`src/rtl/pl_pkg.sv`:
```
// Shared types and constants for the pipeline hazard unit.
// Slot records carry destination info down EX, MEM and WB.
package pl_pkg;

  localparam int AW_MAX = 8;

  localparam logic [1:0] FWD_RF  = 2'b00;
  localparam logic [1:0] FWD_WB  = 2'b01;
  localparam logic [1:0] FWD_MEM = 2'b10;

  typedef logic [AW_MAX-1:0] reg_t;

  typedef struct packed {
    logic valid;
    reg_t rd;
    logic reg_write;
    logic mem_read;
  } slot_t;

  typedef struct packed {
    reg_t rs1;
    reg_t rs2;
    logic use_rs1;
    logic use_rs2;
  } ex_src_t;

  function automatic logic is_src(slot_t s);
    return s.valid & s.reg_write & (s.rd != '0);
  endfunction

  function automatic logic hit(slot_t s, reg_t r, logic u);
    return u & is_src(s) & (s.rd == r);
  endfunction

endpackage

```
`src/rtl/pl_hazard_unit_if.sv`:
```
// ID-stage instruction info in, pipeline control out.
// master drives the ID view; slave is the hazard unit.
interface pl_hazard_unit_if #(
  parameter int REG_AW = 5
);
  logic              id_valid;
  logic [REG_AW-1:0] id_rs1;
  logic [REG_AW-1:0] id_rs2;
  logic              id_use_rs1;
  logic              id_use_rs2;
  logic [REG_AW-1:0] id_rd;
  logic              id_reg_write;
  logic              id_mem_read;
  logic              mem_branch_taken;

  logic              pc_write;
  logic              if_id_write;
  logic              id_ex_bubble;
  logic              flush_if_id;
  logic              flush_id_ex;
  logic              flush_ex_mem;
  logic [1:0]        fwd_a;
  logic [1:0]        fwd_b;

  modport master (
    output id_valid, id_rs1, id_rs2,
    output id_use_rs1, id_use_rs2,
    output id_rd, id_reg_write, id_mem_read,
    output mem_branch_taken,
    input  pc_write, if_id_write,
    input  id_ex_bubble,
    input  flush_if_id, flush_id_ex,
    input  flush_ex_mem,
    input  fwd_a, fwd_b
  );

  modport slave (
    input  id_valid, id_rs1, id_rs2,
    input  id_use_rs1, id_use_rs2,
    input  id_rd, id_reg_write, id_mem_read,
    input  mem_branch_taken,
    output pc_write, if_id_write,
    output id_ex_bubble,
    output flush_if_id, flush_id_ex,
    output flush_ex_mem,
    output fwd_a, fwd_b
  );
endinterface

```
`src/rtl/pl_sat_counter.sv`:
```
// Event counter that sticks at all-ones instead of wrapping.
module pl_sat_counter #(
  parameter int CNT_W = 32
) (
  input  logic             clk,
  input  logic             rst,
  input  logic             inc,
  output logic [CNT_W-1:0] count
);

  always_ff @(posedge clk or posedge rst) begin
    if (rst) begin
      count <= '0;
    end else if (inc && (count != '1)) begin
      count <= count + CNT_W'(1);
    end
  end

endmodule

```
`src/rtl/pl_hazard_unit.sv`:
```
// Stall/flush/forward control for a 5-stage pipeline whose
// branches resolve in MEM; tracks EX, MEM and WB shadows.
module pl_hazard_unit
  import pl_pkg::*;
#(
  parameter int REG_AW = 5,
  parameter int CNT_W  = 32,
  parameter int FWD_EN = 1
) (
  input  logic             clk,
  input  logic             rst,
  pl_hazard_unit_if.slave  bus,
  output logic [CNT_W-1:0] stall_cnt,
  output logic [CNT_W-1:0] flush_cnt
);

  slot_t   ex_q, mem_q, wb_q;
  ex_src_t exs_q;

  reg_t id_rs1, id_rs2, id_rd;
  logic hit_ex, hit_mem, hit_wb;
  logic stall_raw, stall, flush;
  logic [1:0] fa, fb;
  logic unused_mr;

  assign id_rs1 = reg_t'(bus.id_rs1);
  assign id_rs2 = reg_t'(bus.id_rs2);
  assign id_rd  = reg_t'(bus.id_rd);

  assign hit_ex  = hit(ex_q, id_rs1, bus.id_use_rs1)
                 | hit(ex_q, id_rs2, bus.id_use_rs2);
  assign hit_mem = hit(mem_q, id_rs1, bus.id_use_rs1)
                 | hit(mem_q, id_rs2, bus.id_use_rs2);
  assign hit_wb  = hit(wb_q, id_rs1, bus.id_use_rs1)
                 | hit(wb_q, id_rs2, bus.id_use_rs2);

  // Without forwarding, any older in-flight writer blocks ID.
  assign stall_raw = bus.id_valid & ((FWD_EN != 0)
                   ? (hit_ex & ex_q.mem_read)
                   : (hit_ex | hit_mem | hit_wb));

  assign flush = bus.mem_branch_taken & ~rst;
  assign stall = stall_raw & ~flush;

  assign bus.pc_write     = ~stall;
  assign bus.if_id_write  = ~stall;
  assign bus.id_ex_bubble = stall | flush;
  assign bus.flush_if_id  = flush;
  assign bus.flush_id_ex  = flush;
  assign bus.flush_ex_mem = flush;

  always_comb begin
    fa = FWD_RF;
    fb = FWD_RF;
    if (FWD_EN != 0) begin
      if (hit(mem_q, exs_q.rs1, exs_q.use_rs1))
        fa = FWD_MEM;
      else if (hit(wb_q, exs_q.rs1, exs_q.use_rs1))
        fa = FWD_WB;
      if (hit(mem_q, exs_q.rs2, exs_q.use_rs2))
        fb = FWD_MEM;
      else if (hit(wb_q, exs_q.rs2, exs_q.use_rs2))
        fb = FWD_WB;
    end
  end

  assign bus.fwd_a = fa;
  assign bus.fwd_b = fb;

  assign unused_mr = mem_q.mem_read ^ wb_q.mem_read;

  // On a flush the branch in MEM still retires into WB.
  always_ff @(posedge clk or posedge rst) begin
    if (rst) begin
      ex_q  <= '0;
      exs_q <= '0;
      mem_q <= '0;
      wb_q  <= '0;
    end else begin
      wb_q  <= mem_q;
      mem_q <= flush ? '0 : ex_q;
      if (stall || flush || !bus.id_valid) begin
        ex_q  <= '0;
        exs_q <= '0;
      end else begin
        ex_q <= '{valid:     1'b1,
                  rd:        id_rd,
                  reg_write: bus.id_reg_write,
                  mem_read:  bus.id_mem_read};
        exs_q <= '{rs1:     id_rs1,
                   rs2:     id_rs2,
                   use_rs1: bus.id_use_rs1,
                   use_rs2: bus.id_use_rs2};
      end
    end
  end

  pl_sat_counter #(.CNT_W(CNT_W)) u_stall_cnt (
    .clk   (clk),
    .rst   (rst),
    .inc   (stall),
    .count (stall_cnt)
  );

  pl_sat_counter #(.CNT_W(CNT_W)) u_flush_cnt (
    .clk   (clk),
    .rst   (rst),
    .inc   (flush),
    .count (flush_cnt)
  );

endmodule

```
`src/flat_wrapper.sv`:
```
// flat-port wrapper written by rule: the top's interface ports become plain ports
module pl_hazard_unit_flat import pl_pkg::*;
#(
  parameter int REG_AW = 5,
  parameter int CNT_W  = 32,
  parameter int FWD_EN = 1
)
  (clk, rst, stall_cnt, flush_cnt, bus_id_valid, bus_id_rs1, bus_id_rs2, bus_id_use_rs1, bus_id_use_rs2, bus_id_rd, bus_id_reg_write, bus_id_mem_read, bus_mem_branch_taken, bus_pc_write, bus_if_id_write, bus_id_ex_bubble, bus_flush_if_id, bus_flush_id_ex, bus_flush_ex_mem, bus_fwd_a, bus_fwd_b);
  pl_hazard_unit_if #(.REG_AW(REG_AW)) bus_i ();
  input  logic clk;
  input  logic rst;
  output logic [CNT_W-1:0] stall_cnt;
  output logic [CNT_W-1:0] flush_cnt;
  input wire logic [$bits(bus_i.id_valid)-1:0] bus_id_valid;
  input wire logic [$bits(bus_i.id_rs1)-1:0] bus_id_rs1;
  input wire logic [$bits(bus_i.id_rs2)-1:0] bus_id_rs2;
  input wire logic [$bits(bus_i.id_use_rs1)-1:0] bus_id_use_rs1;
  input wire logic [$bits(bus_i.id_use_rs2)-1:0] bus_id_use_rs2;
  input wire logic [$bits(bus_i.id_rd)-1:0] bus_id_rd;
  input wire logic [$bits(bus_i.id_reg_write)-1:0] bus_id_reg_write;
  input wire logic [$bits(bus_i.id_mem_read)-1:0] bus_id_mem_read;
  input wire logic [$bits(bus_i.mem_branch_taken)-1:0] bus_mem_branch_taken;
  output wire logic [$bits(bus_i.pc_write)-1:0] bus_pc_write;
  output wire logic [$bits(bus_i.if_id_write)-1:0] bus_if_id_write;
  output wire logic [$bits(bus_i.id_ex_bubble)-1:0] bus_id_ex_bubble;
  output wire logic [$bits(bus_i.flush_if_id)-1:0] bus_flush_if_id;
  output wire logic [$bits(bus_i.flush_id_ex)-1:0] bus_flush_id_ex;
  output wire logic [$bits(bus_i.flush_ex_mem)-1:0] bus_flush_ex_mem;
  output wire logic [$bits(bus_i.fwd_a)-1:0] bus_fwd_a;
  output wire logic [$bits(bus_i.fwd_b)-1:0] bus_fwd_b;
  assign bus_i.id_valid = bus_id_valid;
  assign bus_i.id_rs1 = bus_id_rs1;
  assign bus_i.id_rs2 = bus_id_rs2;
  assign bus_i.id_use_rs1 = bus_id_use_rs1;
  assign bus_i.id_use_rs2 = bus_id_use_rs2;
  assign bus_i.id_rd = bus_id_rd;
  assign bus_i.id_reg_write = bus_id_reg_write;
  assign bus_i.id_mem_read = bus_id_mem_read;
  assign bus_i.mem_branch_taken = bus_mem_branch_taken;
  assign bus_pc_write = bus_i.pc_write;
  assign bus_if_id_write = bus_i.if_id_write;
  assign bus_id_ex_bubble = bus_i.id_ex_bubble;
  assign bus_flush_if_id = bus_i.flush_if_id;
  assign bus_flush_id_ex = bus_i.flush_id_ex;
  assign bus_flush_ex_mem = bus_i.flush_ex_mem;
  assign bus_fwd_a = bus_i.fwd_a;
  assign bus_fwd_b = bus_i.fwd_b;
  pl_hazard_unit #(.REG_AW(REG_AW), .CNT_W(CNT_W), .FWD_EN(FWD_EN)) u_core (.clk(clk), .rst(rst), .bus(bus_i), .stall_cnt(stall_cnt), .flush_cnt(flush_cnt));
endmodule
```
`config.mk`:
```
export PLATFORM = sky130hd
export DESIGN_NAME = pl_hazard_unit_flat
export DESIGN_NICKNAME = d
export VERILOG_FILES = /design/src/rtl/pl_pkg.sv /design/src/rtl/pl_hazard_unit_if.sv /design/src/rtl/pl_sat_counter.sv /design/src/rtl/pl_hazard_unit.sv /design/src/flat_wrapper.sv
export SDC_FILE = /design/constraint.sdc
export NUM_CORES = 1
export LEC_CHECK = 0
export CAP_MARGIN = 20
export CORE_MARGIN = 4
export CORE_UTILIZATION = 50
export CTS_CLUSTER_SIZE = 25
export DETAILED_ROUTE_END_ITERATION = 12
export GPL_ROUTABILITY_DRIVEN = 0
export HOLD_SLACK_MARGIN = 0.05
export PLACE_DENSITY = 0.78
export RECOVER_POWER = 100
export SLEW_MARGIN = 30
export SYNTH_ARGS = -nofsm -noshare
export SYNTH_HDL_FRONTEND = slang
export SYNTH_HIERARCHICAL = 1
export SYNTH_SLANG_ARGS = --single-unit
export TNS_END_PERCENT = 5
```
`constraint.sdc`:
```
create_clock -name clk -period 3.7 [get_ports clk]
set_input_delay 0.925 -clock clk [delete_from_list [all_inputs] [get_ports clk]]
set_output_delay 0.925 -clock clk [all_outputs]
set_load 0.005 [all_outputs]
```
==> summary.md <==
| Metric | Value |
|---|---|
| Vias | `around 3600` |
| Layout Nets | `approximately 560` |
| RSZ-0062 raised after global routing | `false` |
| HPWL after detailed placement | `about 7900 µm` |
| Reg2reg start | `u_core/ex_q[2]` |
| Syn nets | `458` |
| Worst-Margin Slew | `about 1800 ps` |
| CP dominant cell by count | `clkdlybuf4s50_1` |
| I/O pin cnt | `97` |
| Yosys top cell area share | `51.9%` |
| Final wirelength | `between 10000 and 15000 µm` |
| Final Critical Period | `3610 ps` |
| Total track usage | `between 20% and 30%` |
| ANT cells | `0` |
| Critical path class | `primary input to output port` |
| R2R depth | `10` |
| Slowest stage cell, crit path | `clkdlybuf4s50_1` |
| Clock Tree Buf Depth | `2` |
| Clock root buffer | `clkbuf_8` |
| Setup crit end kind | `output port` |
| GRT overflow | `0` |
| Worst Hold Depth | `0` |
| Hold_ws | `429 ps` |
| Worst VDD drop | `approximately 190 µV` |
| Final Cycle Share | `97.5%` |
| Min-Delay Path Class | `flip-flop to flip-flop` |
| Worst EP required | `2770 ps` |
| Slew Limit Fails | `101` |
| Number of placement rows | `35` |
| Largest net degree at the start of global routing | `35` |
| First-pass detailed-route iteration total | `6` |
| Die height | `105 µm` |
| Setup Skew | `8.72 ps` |
| Post-CTS Hold Buffers | `0` |
| Clk slew on worst S/H paths | `approximately 90 ps` |
| Resized Gates After CTS | `0` |
| Failing checks | `capacitance limit, slew limit` |
| Drt wl/cell | `16.0 µm` |
| Die ar. | `between 10000 and 15000 µm²` |
| Outcome | `finished with violations` |
| Leading cell type in the layout, fill and taps excluded | `dfrtp_1` |
| Hold worst-path end | `u_core/wb_q[10]` |
| Die width | `105 µm` |
| Mapped Avg Cell Area | `10.9 µm²` |
| Drc violations | `0` |
| Vias/cell | `5.44` |
| Area leader, netlist | `dfrtp_1` |
| LEAKAGE | `0.00273 µW` |
| Area growth, synth to finish | `26.7%` |
| Design area | `5990 µm²` |
| Insertion delay to the later sink of the worst-skew pair | `approximately 360 ps` |
| Sequential area share after synthesis | `51.9%` |
| Crit start category | `primary input` |
| Relative slew slack | `-18.3%` |
| Fraction of layout cells with a size suffix above 1 | `7.02%` |
| Commonest non-fill, non-tap cells in the layout | `dfrtp_1 (98), xnor2_1 (74), dlygate4sd3_1 (70), nand3_1 (66)` |
| FF+latch count, synth | `98` |
| Syn. warnings | `6` |
| Num CTS Buffers | `9` |
| Sink Count | `98` |
| Reg2Reg Capture Point | `u_core/u_stall_cnt/count[26]` |
| DP Area | `5880 µm²` |
| Highest clock rate | `approximately 0.28 GHz` |
| Final Hold Viols | `0` |
| Ranking of synthesized cells by area | `dfrtp_1 (52%), xnor2_1 (14%), nand3_1 (7.0%), nand4_1 (3.3%), a21oi_1 (2.6%)` |
| Number of setup violations in the final report | `0` |
| Reg2Reg Setup Slack | `around 740 ps` |
| Worst-path fanout max | `2` |
| Antenna viol nets, final | `0` |
| Initial Utilization | `51.2%` |
| Max incr delay on CP | `between 500 and 600 ps` |
| Port buffer count | `96` |
| Maxcap violations | `3` |
| Crit path cell chain | `clkdlybuf4s50_1, xnor2_1, nand4_1, o22a_1, o21ai_0, clkdlybuf4s50_1` |
| Number of post-CTS setup repair buffers | `0` |
| Htree depth | `3` |
| CTS tree | `done` |
| Synth Instances | `433` |
| Initial drt markers | `146` |
| Fillcell total | `roughly 750` |
| Core Area | `9240 µm²` |
| PwrDens | `349 nW/µm²` |
| Vias in the first global route | `~3800` |
| WP data arrival | `2680 ps` |
| Global-route wire length before repair | `between 15000 and 20000 µm` |
| Initial antenna violation count | `0` |
| Pwr Total | `~2100 µW` |
| Mapped Area | `4730 µm²` |
| Hold wc startpoint | `u_core/mem_q[10]` |
| Synth cell types | `38` |
-- how the worst max path moves through the flow --
| stage | cells past startpoint | slack [ps] | to | startpoint |
|---|---|---|---|---|
| 3_3_place_gp | 12 | 30 | u_core/u_stall_cnt/count[18] | bus_id_rs2[0] |
| 2_1_floorplan | 10 | 40 | u_core/u_stall_cnt/count[31] | rst |
| 3_5_place_dp | 11 | -80 | u_core/u_stall_cnt/count[26] | bus_id_rs2[0] |
| 6_report | 6 | 90 | bus_id_ex_bubble | bus_id_rs2[0] |
| 5_1_grt | 6 | 20 | bus_pc_write | bus_id_valid |
| 4_1_cts | 6 | 100 | bus_id_ex_bubble | bus_id_rs2[0] |
-- cell families (layout without fill, tap and decap cells) --
family,count (synthesis),count (layout),share of synthesized area [%]
adder cells (fa/ha/maj),2,2,0.529
buffers and inverters,26,134,2.41
XOR/XNOR,86,86,15.9
multiplexers,4,4,0.900
AO/OA/AOI/OAI,42,42,7.04
AND/OR/NAND/NOR,175,175,21.3
flip-flops,98,98,51.9
-- sequential cells by signal, summed over array words and instances (netlist names) --
register                  count
u_core/u_stall_cnt/count     32
u_core/wb_q                   7
u_core/u_flush_cnt/count     32
u_core/ex_q                   8
u_core/mem_q                  7
u_core/exs_q                 12
-- synthesized netlist by cell type, drive strengths merged --
cell / number
nand2: 22
buf: 5
and4: 4
and3: 20
a2111oi: 2
nor2: 9
a31oi: 4
a21oi: 25
a41oi: 4
nor2b: 7
xor2: 12
ha: 2
nand3: 66
nor3: 8
dfrtp: 98
clkbuf: 12
nor4: 6
o22ai: 1
or4: 4
o22a: 1
mux2i: 2
inv: 9
or3: 2
a311oi: 2
xnor2: 74
o21ai: 1
o211ai: 2
nand4: 27
mux2: 2
-- layout make-up --
class,count,area (µm²),share of cell area [%]
flip-flops and latches,98,2450,40.9
inverters,9,37.5,0.627
repair buffers,109,1050,17.5
clock inverters,5,38.8,0.647
clock buffers,11,151,2.53
well taps,129,161,2.69
multi-input cells,309,2100,35.1
-- power breakdown --
group | total [µW] | internal, µW | leakage [µW] | switching [µW]
logic | 249 | 136 | 0.00130 | 113
registers | 1190 | 1120 | 0.00133 | 70.9
clock network | 649 | 284 | 0.0000955 | 365
-- per-layer routing --
layer  vias up  track usage (%)  wire length [µm]
li1       1744                -                 -
met1      1784             28.4              4910
met2       103             32.7              5170
met3        17             3.18               433
met4         0             7.22               208
met5         -                0                 0
-- critical path, delay by kind of cell --
kind / cells / cell delay (ps)
xor gates and xnor gates: 1 / 140
and+or+nand+nor: 1 / 140
buffers and inverters: 2 / 1050
AOI/OAI and AO/OA: 2 / 430
-- stage by stage --
stage	setup slack, ps	utilization (%)	TNS, ps	cells
floorplan	42.0	-	0	433
global placement	29.5	63.7	0	654
detailed placement	-82.3	63.7	-512	654
CTS	104	65.7	0	670
global route	17.8	64.8	0	670
finish	93.3	64.8	0	670
(Power assumes the default switching activity.)
